**src/rtl/sequenciador_pilha_ula.sv**
```systemverilog
// -----------------------------------------------------------------------------
// sequenciador_pilha_ula
//
// Micro-sequencer for the stack (pilha) / temp1 / temp2 / ULA datapath.
// It accepts one stack-machine instruction per start handshake while idle and
// emits one cycle of control per state. The stack depth is tracked here, and
// any instruction that would underflow or overflow the stack is rejected.
//
// Instructions:
//   PUSH imm         : push the captured immediate.
//   POP              : pop and discard the top word.
//   ADD/SUB/AND/OR   : temp1 <= pop (top), temp2 <= pop (next),
//                      push ULA(temp1, temp2).
//   NOP              : complete immediately.
//   111              : illegal, always rejected.
//
// Ports:
//   clk               system clock, rising edge
//   rst_n             asynchronous active-low reset
//   start_i           instruction request, sampled only while idle
//   opcode_i [2:0]    000 PUSH, 001 POP, 010 ADD, 011 SUB, 100 AND, 101 OR,
//                     110 NOP, 111 illegal
//   imm_data_i        immediate for PUSH, captured with the opcode
//   controle_pilha_o  stack command: 00 hold, 01 push, 10 pop
//   sel_din_o         stack input select: 0 = din_uc_o, 1 = ULA result
//   din_uc_o          captured immediate, stable for the whole instruction
//   load_temp1_o      temp1 captures stack dout at next edge
//   load_temp2_o      temp2 captures stack dout at next edge
//   ula_op_o          00 ADD, 01 SUB (temp1 - temp2), 10 AND, 11 OR
//   busy_o            high in every state except idle
//   done_o            one-cycle pulse: instruction completed
//   erro_o            one-cycle pulse: instruction rejected
//   depth_o           current number of words on the stack
// -----------------------------------------------------------------------------
module sequenciador_pilha_ula #(
    parameter int DATA_W = 8,
    parameter int DEPTH  = 8,
    parameter int CNT_W  = 4
) (
    input  logic              clk,
    input  logic              rst_n,
    input  logic              start_i,
    input  logic [2:0]        opcode_i,
    input  logic [DATA_W-1:0] imm_data_i,
    output logic [1:0]        controle_pilha_o,
    output logic              sel_din_o,
    output logic [DATA_W-1:0] din_uc_o,
    output logic              load_temp1_o,
    output logic              load_temp2_o,
    output logic [1:0]        ula_op_o,
    output logic              busy_o,
    output logic              done_o,
    output logic              erro_o,
    output logic [CNT_W-1:0]  depth_o
);

    // Sequencer states
    localparam logic [3:0] S_IDLE  = 4'd0;
    localparam logic [3:0] S_PUSH  = 4'd1;
    localparam logic [3:0] S_POP   = 4'd2;
    localparam logic [3:0] S_POP_A = 4'd3;
    localparam logic [3:0] S_POP_B = 4'd4;
    localparam logic [3:0] S_EXEC  = 4'd5;
    localparam logic [3:0] S_WB    = 4'd6;
    localparam logic [3:0] S_DONE  = 4'd7;
    localparam logic [3:0] S_ERR   = 4'd8;

    // Opcodes
    localparam logic [2:0] OP_PUSH = 3'b000;
    localparam logic [2:0] OP_POP  = 3'b001;
    localparam logic [2:0] OP_ADD  = 3'b010;
    localparam logic [2:0] OP_SUB  = 3'b011;
    localparam logic [2:0] OP_AND  = 3'b100;
    localparam logic [2:0] OP_OR   = 3'b101;
    localparam logic [2:0] OP_NOP  = 3'b110;

    // Stack commands
    localparam logic [1:0] CMD_HOLD = 2'b00;
    localparam logic [1:0] CMD_PUSH = 2'b01;
    localparam logic [1:0] CMD_POP  = 2'b10;

    localparam logic [CNT_W-1:0] DEPTH_FULL = CNT_W'(DEPTH);
    localparam logic [CNT_W-1:0] ONE        = CNT_W'(1);
    localparam logic [CNT_W-1:0] TWO        = CNT_W'(2);

    logic [3:0]        state_q, state_d;
    logic [2:0]        op_q,    op_d;
    logic [DATA_W-1:0] imm_q,   imm_d;
    logic [CNT_W-1:0]  depth_q, depth_d;

    // -------------------------------------------------------------------------
    // Next-state and depth bookkeeping
    // -------------------------------------------------------------------------
    always_comb begin
        // NOTE: every signal gets a default before the case so that no path
        // leaves it unassigned, which would otherwise infer a latch.
        state_d = state_q;
        op_d    = op_q;
        imm_d   = imm_q;
        depth_d = depth_q;

        case (state_q)
            S_IDLE: begin
                if (start_i) begin
                    op_d  = opcode_i;
                    imm_d = imm_data_i;
                    case (opcode_i)
                        OP_PUSH: state_d = (depth_q == DEPTH_FULL) ? S_ERR : S_PUSH;
                        OP_POP:  state_d = (depth_q == '0)         ? S_ERR : S_POP;
                        OP_ADD, OP_SUB, OP_AND, OP_OR:
                                 state_d = (depth_q < TWO)         ? S_ERR : S_POP_A;
                        OP_NOP:  state_d = S_DONE;
                        default: state_d = S_ERR;
                    endcase
                end
            end
            S_PUSH: begin
                depth_d = depth_q + ONE;
                state_d = S_DONE;
            end
            S_POP: begin
                depth_d = depth_q - ONE;
                state_d = S_DONE;
            end
            S_POP_A: begin
                depth_d = depth_q - ONE;
                state_d = S_POP_B;
            end
            S_POP_B: begin
                depth_d = depth_q - ONE;
                state_d = S_EXEC;
            end
            S_EXEC:  state_d = S_WB;
            S_WB: begin
                depth_d = depth_q + ONE;
                state_d = S_DONE;
            end
            S_DONE:  state_d = S_IDLE;
            S_ERR:   state_d = S_IDLE;
            default: state_d = S_IDLE;
        endcase
    end

    // NOTE: state registers use non-blocking assignments so every register
    // samples the values from before the edge, regardless of block order.
    always_ff @(posedge clk or negedge rst_n) begin
        if (!rst_n) begin
            state_q <= S_IDLE;
            op_q    <= '0;
            imm_q   <= '0;
            depth_q <= '0;
        end else begin
            state_q <= state_d;
            op_q    <= op_d;
            imm_q   <= imm_d;
            depth_q <= depth_d;
        end
    end

    // -------------------------------------------------------------------------
    // Moore outputs: decoded only from registered state, so an asynchronous
    // reset drives every command output to 0 immediately.
    // -------------------------------------------------------------------------
    logic [1:0] ula_code;

    always_comb begin
        // Opcodes 010..101 map onto ULA codes 00..11 in order.
        case (op_q)
            OP_ADD:  ula_code = 2'b00;
            OP_SUB:  ula_code = 2'b01;
            OP_AND:  ula_code = 2'b10;
            OP_OR:   ula_code = 2'b11;
            default: ula_code = 2'b00;
        endcase
    end

    always_comb begin
        controle_pilha_o = CMD_HOLD;
        sel_din_o        = 1'b0;
        load_temp1_o     = 1'b0;
        load_temp2_o     = 1'b0;
        ula_op_o         = 2'b00;
        done_o           = 1'b0;
        erro_o           = 1'b0;
        busy_o           = (state_q != S_IDLE);

        case (state_q)
            S_PUSH:  controle_pilha_o = CMD_PUSH;
            S_POP:   controle_pilha_o = CMD_POP;
            S_POP_A: begin
                controle_pilha_o = CMD_POP;
                load_temp1_o     = 1'b1;
            end
            S_POP_B: begin
                controle_pilha_o = CMD_POP;
                load_temp2_o     = 1'b1;
            end
            S_EXEC:  ula_op_o = ula_code;
            S_WB: begin
                controle_pilha_o = CMD_PUSH;
                sel_din_o        = 1'b1;
                ula_op_o         = ula_code;
            end
            S_DONE:  done_o = 1'b1;
            S_ERR:   erro_o = 1'b1;
            default: ;
        endcase
    end

    assign din_uc_o = imm_q;
    assign depth_o  = depth_q;

endmodule
```
**config.mk**
```make
export PLATFORM = sky130hd
export DESIGN_NAME = sequenciador_pilha_ula
export DESIGN_NICKNAME = d
export VERILOG_FILES = /design/src/rtl/sequenciador_pilha_ula.sv
export SDC_FILE = /design/constraint.sdc
export NUM_CORES = 1
export LEC_CHECK = 0
export CAP_MARGIN = 20
export CORE_MARGIN = 1
export CORE_UTILIZATION = 49
export CTS_CLUSTER_SIZE = 10
export DETAILED_ROUTE_END_ITERATION = 16
export PLACE_DENSITY = 0.84
export REMOVE_ABC_BUFFERS = 1
export SETUP_SLACK_MARGIN = 0.15
export SLEW_MARGIN = 30
export SYNTH_ARGS = -nofsm -noshare
export SYNTH_HDL_FRONTEND = slang
export SYNTH_SLANG_ARGS = --single-unit
export TNS_END_PERCENT = 50
```
**constraint.sdc**
```tcl
create_clock -name clk -period 4.3 [get_ports clk]
set_input_delay 0.86 -clock clk [delete_from_list [all_inputs] [get_ports clk]]
set_output_delay 0.86 -clock clk [all_outputs]
set_load 0.1 [all_outputs]
```
==> impl_metrics.toml, run 1 <==
[finish]
fin_area_um2 = 1470
layout-drive-gt1-share = 0.0949
antenna_cells = 0
final_nets = 155
area_growth_pct = 32.8

[critical_path]
cpPeakStageDelay_ns = 1.12
reg2reg_to = "depth_o[3]$_DFFE_PN0N_"
timing.rr.start = "state_q[0]$_DFFE_PN0P_"
critPathMaxFanout = 10
slowest_stage = "clkdlybuf4s50_1"
endpoint_kind = "output port"
startpoint = "state_q[0]$_DFFE_PN0P_"
path_cells = "nor3_1 > and2_1 > clkdlybuf4s50_1"
startpoint_type = "register"
cp_data_required_time_ns = 3.44
crit_end = "erro_o"
critPathArrivalTime_ns = 2.60
reg2reg_depth = 8
regToRegSetupSlack_ns = 2.09
critical_path_class = "register to output port"

[sta]
fin_crit_ns = 3.46
fin_crit_sh = 0.804
fin_skew_ns = 0.00202
worst_pin_slew_ns = 0.978
hold_viol_final = 0
rsz0062_at_grt = "no"
setup_viol = 0
relSlewSlack = 0.346
slew_violations = 0
max_freq_mhz = 289

[yosys]
synth.avg_cell_area_um2 = 10.6
synth_flop_cell = "dfrtp_1"
synth.most_common_cell = "dfrtp_1"
mappedNetlistArea_um2 = 1110
syn_inst = 105
yosys-top-cells-area = "dfrtp_1, mux2_1, nand2_1, buf_2, a21o_1"
ys_ff_latch = 19
async_reset_ff_frac = 1.00
synth_area_leader_cell = "dfrtp_1"
synth_edf_count = 0
ys_top_cells_by_count = "dfrtp_1, nand2_1, mux2_1"
yosysWarningCount = 0
synthDistinctLibCells = 41
ys_seq_area_frac = 0.429
synth_top_area_frac = 0.429

[hold_path]
min_path_type = "input port to async pin"

[placed_design]
gp_congestion = 0.813
port_buffers = 35
hpwl_mm = 1.76
postPlaceCellArea_um2 = 1450

[clock_network]
clkSinkCount = 19
cts_buffers = 3
clockBufferDepth = 2
insertion_delay_ns = 0.29
cts_max_level = 1
clkTransAtPathRegs_ns = 0.10
cts-root-buf = "clkbuf_4"
tritoncts = "built"
cts_resized = 0
hold_buffers = 0
postCtsSetupBuffers = 0

[grt]
grt_usage = 0.224
grt_pass1_wl_mm = 4.14
grt-ovfl-total = 0
grt_pass1_vias = 887
antenna_found_initial = 0
grt_max_degree = 20

[floorplanning]
die_y_um = 49.6
die_area_um2 = 2460
core_area_um2 = 2040
die_width_um = 49.6
pin_count = 36
rows = 16
initial_core_util = 0.543

[detailed_routing]
highest_layer = "met4"
avgRoutedWirePerCell_um = 13.9
wl_met3_um = 67
wl_met1_mm = 1.07
vias = 903
via_per_inst = 5.51
drtIter0Drc = 13
drt-total-wl_mm = 2.28
drtAntennaViolNets = 0
drcViolationCount = 0
dr.pass1.iters = 4
met2_length_mm = 1.10

[flow_run]
maxCapViolations = 0

[run_status]
status = "finished clean"
## cell type report
class | instances | area (µm²)
well taps | 27 | 33.8
multi-input cells | 74 | 573
clock buffers | 4 | 26.3
inverters | 5 | 18.8
fillers | 168 | 569
flip-flops and latches | 19 | 475
repair buffers | 35 | 345
## metrics by stage
step	cells	utilization	TNS [ns]	hold WS [ns]	setup WS (ns)
floorplan	98	-	-0.333	0.464	-0.333
global placement	160	0.711	0	0.477	1.25
detailed placement	160	0.711	0	0.486	1.20
CTS	164	0.724	0	0.509	0.866
global route	164	0.721	0	0.506	0.704
finish	164	0.721	0	0.480	0.844
## registers in the layout, indices dropped and copies added (netlist names)
name / cells
din_uc_o: 8
depth_o: 4
state_q: 4
op_q: 3
## worst max-delay path: cells and delay by family, from the launching register on
family,cells,cell delay (ns)
buf+inv,1,1.12
flops,1,0.50
simple gates,2,0.68
## worst min-delay path by stage
stage | to | cells past startpoint | startpoint
2_1_floorplan | op_q[0]$_DFFE_PN0P_ | 1 | op_q[0]$_DFFE_PN0P_
5_1_grt | din_uc_o[6]$_DFFE_PN0P_ | 1 | rst_n
4_1_cts | din_uc_o[6]$_DFFE_PN0P_ | 1 | din_uc_o[6]$_DFFE_PN0P_
3_3_place_gp | din_uc_o[2]$_DFFE_PN0P_ | 1 | din_uc_o[2]$_DFFE_PN0P_
6_report | din_uc_o[4]$_DFFE_PN0P_ | 1 | rst_n
3_5_place_dp | din_uc_o[6]$_DFFE_PN0P_ | 1 | din_uc_o[6]$_DFFE_PN0P_
## layout by cell type (no fill, tap or decap), types with 2 or more instances in the layout
master / instances
a21o_1: 4
a21oi_1: 3
clkbuf_4: 3
clkdlybuf4s50_1: 34
dfrtp_1: 19
ha_1: 2
inv_1: 4
mux2_1: 9
mux2i_1: 2
nand2_1: 10
nand2b_1: 2
nor2_1: 3
nor3_1: 5
o21ai_0: 2
o21ai_1: 2
or4_1: 2
xnor2_1: 3
xor2_1: 3
## cell families (layout without fill, tap and decap cells)
kind of cell / count (synthesis) / after routing / share of synthesized area
adder cells (fa/ha/maj): 3 / 3 / 0.0406
AO/OA/AOI/OAI: 19 / 19 / 0.122
multiplexers: 12 / 12 / 0.120
buffers and inverters: 12 / 44 / 0.0542
AND/OR/NAND/NOR: 34 / 34 / 0.187
flip-flops: 19 / 19 / 0.429
XOR/XNOR: 6 / 6 / 0.0474
## routing by layer
metal,GRT usage,vias to the layer above
li1,-,438
met1,0.299,440
met2,0.358,20
met3,0.0309,5
met4,0.105,0
met5,0,-
Power of run 1 is left out: the tool's default activity adds up to more than one toggle a clock period on the data nets, which glitch-free logic cannot reach.
==> run 2, diff against run 1 <==
Settings changed: CORE_UTILIZATION 49 to 41, PLACE_DENSITY 0.84 to 0.75.
Clock period 4.3 ns to 3 ns, I/O delays scaled along.
==> run 2 against run 1 <==
  * Die area grew 19%
  * Register-to-register slack lost 1.2 ns
  * Utilization shrank 16 points
  * First-iteration DRC count grew 100%
  * Clock-buffer cell count unchanged
  * Final cell count increased by 1.8%
  * Critical path depth did not move
  * Critical endpoint unchanged
  * Design area shrank 3.1%
==> impl_metrics.toml, run 2 (synthesized netlist as in run 1, its figures left out) <==
[grt]
grt-ovfl-total = 0
antenna_found_initial = 0
grt_max_degree = 20
grt_usage = 0.169
grt_pass1_vias = 761
grt_pass1_wl_mm = 3.57

[flow_run]
maxCapViolations = 0

[sta]
relSlewSlack = 0.458
hold_viol_final = 0
layout_setup_ws_ns = 0.672
fin_setup_tns_ns = 0
worst_pin_slew_ns = 0.811
slew_violations = 0
fin_skew_ns = 0.00165
setup_viol = 0
fin_crit_sh = 0.776
max_freq_mhz = 430
fin_crit_ns = 2.33
rsz0062_at_grt = "no"

[clock_network]
postCtsSetupBuffers = 0
tritoncts = "built"
clkSinkCount = 19
clockBufferDepth = 2
cts_resized = 0
cts-root-buf = "clkbuf_4"
cts_max_level = 1
clkTransAtPathRegs_ns = 0.10
cts_buffers = 3
hold_buffers = 0
insertion_delay_ns = 0.29

[critical_path]
cp_data_required_time_ns = 2.40
endpoint_kind = "output port"
critical_path_class = "register to output port"
critPathArrivalTime_ns = 1.73
critPathMaxFanout = 10
startpoint_type = "register"

[finish]
n_fill_cell = 233
fin_area_um2 = 1430
final_common_cell = "buf_4"
largest_reg_flops = 8
layout-drive-gt1-share = 0.248
antenna_cells = 0
layout_common_cells = "buf_4, dfrtp_1, clkdlybuf4s50_1, nand2_1, mux2_1"
area_growth_pct = 28.7
final_cells = 167
final_nets = 155

[detailed_routing]
drtAntennaViolNets = 0
vias = 900
drt-total-wl_mm = 2.10
drcViolationCount = 0
dr.pass1.iters = 4
avgRoutedWirePerCell_um = 12.6
via_per_inst = 5.39
drtIter0Drc = 26

[floorplanning]
die_area_um2 = 2920
die_width_um = 54
pin_count = 36
core_area_um2 = 2520
die_y_um = 54
initial_core_util = 0.439
rows = 18

[run_status]
status = "finished clean"

[placed_design]
place_inst = 163
gp_congestion = 0.892
port_buffers = 35
postPlaceCellArea_um2 = 1400
hpwl_mm = 1.62
place_ws_ns = 0.660

[hold_path]
min_path_type = "register to register"
==> run 2: cell types whose count changed in the layout (fill, tap and decap cells not counted) <==
cell | previous run | this run
buf_2 | 1 | 0
buf_4 | 0 | 22
clkdlybuf4s50_1 | 34 | 13
==> run 2: final cells by class <==
cell class	instances	area, µm²	area share
inverter	5	18.8	0.0132
sequential	19	475	0.333
clock buffer	4	26.3	0.0184
tap	30	37.5	0.0263
timing repair buffer	35	295	0.207
multi-input combinational	74	573	0.402
==> run 2: critical path, stage by stage, from the launching register on <==
cell,delay (ns)
dfrtp_1,0.49
nor3_1,0.47
and2_1,0.20
buf_4,0.28
==> run 2: stage by stage <==
step	hold slack, ns	util
after global placement	0.479	0.555
final	0.508	0.565
after global routing	0.531	0.565
after CTS	0.515	0.565
after floorplan	0.304	-
after detailed placement	0.488	0.555
==> run 2: layer usage <==
| layer | routed length (µm) | up-vias | GRT usage | share of wire |
|---|---|---|---|---|
| met5 | 0 | - | 0 | 0 |
| met4 | 5 | 0 | 0.0256 | 0.0024 |
| met3 | 132 | 2 | 0.0508 | 0.063 |
| met2 | 955 | 35 | 0.245 | 0.46 |
| met1 | 1010 | 421 | 0.249 | 0.48 |
| li1 | - | 442 | - | - |
==> run 2: final timing paths <==
path	cells after the start	end	slack, ns	startpoint
setup reg to reg	8	depth_o[3]$_DFFE_PN0N_	0.85	state_q[0]$_DFFE_PN0P_
hold / removal	1	din_uc_o[6]$_DFFE_PN0P_	0.51	din_uc_o[6]$_DFFE_PN0P_
setup / recovery	3	erro_o	0.67	state_q[0]$_DFFE_PN0P_
hold reg to reg	1	din_uc_o[6]$_DFFE_PN0P_	0.51	din_uc_o[6]$_DFFE_PN0P_
min in group asynchronous	1	din_uc_o[0]$_DFFE_PN0P_	0.77	rst_n
max in group asynchronous	1	state_q[2]$_DFFE_PN0P_	1.73	rst_n
Power of run 2 is left out for the same reason.
==> run 3, diff against run 2 <==
Settings changed: CORE_UTILIZATION 41 to 45, PLACE_DENSITY 0.75 to 0.78.
Clock period 3 ns to 2.3 ns, I/O delays scaled along.
==> run 3 against run 2 <==
  * Setup slack got worse by 0.50 ns
  * Die area fell by 8.6%
  * Design area rose by 17%
  * Non-clock buffer count rose by 12
  * Global-route usage rose by 2.9 points
  * Clock skew rose by 0.0060 ns
  * Sequential cell count did not move
  * Final cell count rose by 6.0%
  * Sequential share of layout area fell by 4.6 points
  * Largest cell class unchanged
==> impl_metrics.toml, run 3 (synthesized netlist as in run 1, its figures left out) <==
[critical_path]
endpoint_kind = "output port"
critPathArrivalTime_ns = 1.66
reg2reg_to = "depth_o[3]$_DFFE_PN0N_"
critical_path_class = "register to output port"
regToRegSetupSlack_ns = 0.29
crit_end = "ula_op_o[0]"
cp_data_required_time_ns = 1.84
reg2reg_depth = 8
timing.rr.start = "state_q[3]$_DFFE_PN0P_"
critPathMaxFanout = 7
startpoint = "state_q[3]$_DFFE_PN0P_"
startpoint_type = "register"

[detailed_routing]
vias = 951
drt-total-wl_mm = 2.36
drcViolationCount = 0
drtAntennaViolNets = 0
via_per_inst = 5.37
dr.pass1.iters = 4
drtIter0Drc = 11
avgRoutedWirePerCell_um = 13.3

[sta]
fin_crit_ns = 2.12
relSlewSlack = 0.731
worst_pin_slew_ns = 0.402
max_freq_mhz = 471
rsz0062_at_grt = "yes"
slew_violations = 0
fin_crit_sh = 0.924
setup_viol = 0
fin_skew_ns = 0.00769
hold_viol_final = 0

[finish]
layout-drive-gt1-share = 0.349
largest_reg_flops = 8
antenna_cells = 0
final_common_cell = "buf_4"
area_growth_pct = 50.2
final_cells = 177
layout_common_cells = "buf_4, dfrtp_1, clkdlybuf4s50_1, nand2_1, buf_12"
final_nets = 167
utilization = 0.732

[placed_design]
place_inst = 168
port_buffers = 35
gp_congestion = 0.804
hpwl_mm = 1.79

[grt]
grt-ovfl-total = 0
grt_max_degree = 20
antenna_found_initial = 0
grt_pass1_wl_mm = 3.95
grt_pass1_vias = 902
grt_usage = 0.198

[floorplanning]
core_area_um2 = 2280
pin_count = 36
initial_core_util = 0.487
die_width_um = 51.6
die_area_um2 = 2670
die_y_um = 51.6
rows = 17

[clock_network]
clkTransAtPathRegs_ns = 0.12
tritoncts = "built"
hold_buffers = 0
cts_max_level = 1
cts-root-buf = "clkbuf_4"
clkSinkCount = 19
clockBufferDepth = 2
cts_buffers = 3
insertion_delay_ns = 0.30

[flow_run]
maxCapViolations = 0

[hold_path]
min_path_type = "input port to async pin"

[run_status]
status = "finished clean"
==> run 3: worst min path at each step <==
stage	end	depth (start not counted)
final	din_uc_o[0]$_DFFE_PN0P_	2
after global routing	din_uc_o[4]$_DFFE_PN0P_	2
after CTS	din_uc_o[0]$_DFFE_PN0P_	2
after detailed placement	din_uc_o[3]$_DFFE_PN0P_	1
after global placement	din_uc_o[1]$_DFFE_PN0P_	1
after floorplan	depth_o[0]$_DFFE_PN0N_	0
==> run 3: final cells by class <==
class / count / area, µm²
fill: 166 / 611
tap: 28 / 35.0
clock inverter: 1 / 7.51
multi-input combinational: 74 / 592
clock buffer: 3 / 22.5
inverter: 5 / 18.8
timing repair buffer: 47 / 510
sequential: 19 / 479
==> run 3: through the flow <==
step,setup TNS (ns),instance area [µm²],setup slack [ns],hold WS (ns)
2_1_floorplan,-7.43,1070,-1.93,0.164
3_3_place_gp,0,1580,0.260,0.478
3_5_place_dp,0,1580,0.178,0.484
4_1_cts,0,1610,0.137,0.479
5_1_grt,0,1670,0.0962,0.490
6_report,0,1670,0.175,0.470
==> run 3: timing repair <==
item,4_1_cts,5_1_grt
pin swaps,0,1
endpoints found under the setup margin,2,4
setup buffers,0,5
gates resized for setup,1,5
==> run 3: layer usage <==
| layer | vias to the layer above | routed length [µm] | global-route usage |
|---|---|---|---|
| met5 | - | 0 | 0 |
| met4 | 0 | 23 | 0.0541 |
| met3 | 5 | 65 | 0.0263 |
| met2 | 19 | 1090 | 0.312 |
| met1 | 461 | 1180 | 0.284 |
| li1 | 466 | - | - |
==> run 3: worst max-delay path, cell delays in order (launching register included) <==
cell and delay [ns]:
dfrtp_2 0.47, buf_4 0.15, nand2b_1 0.18, nor3_1 0.35
buf_12 0.22
Power of run 3 is left out for the same reason.
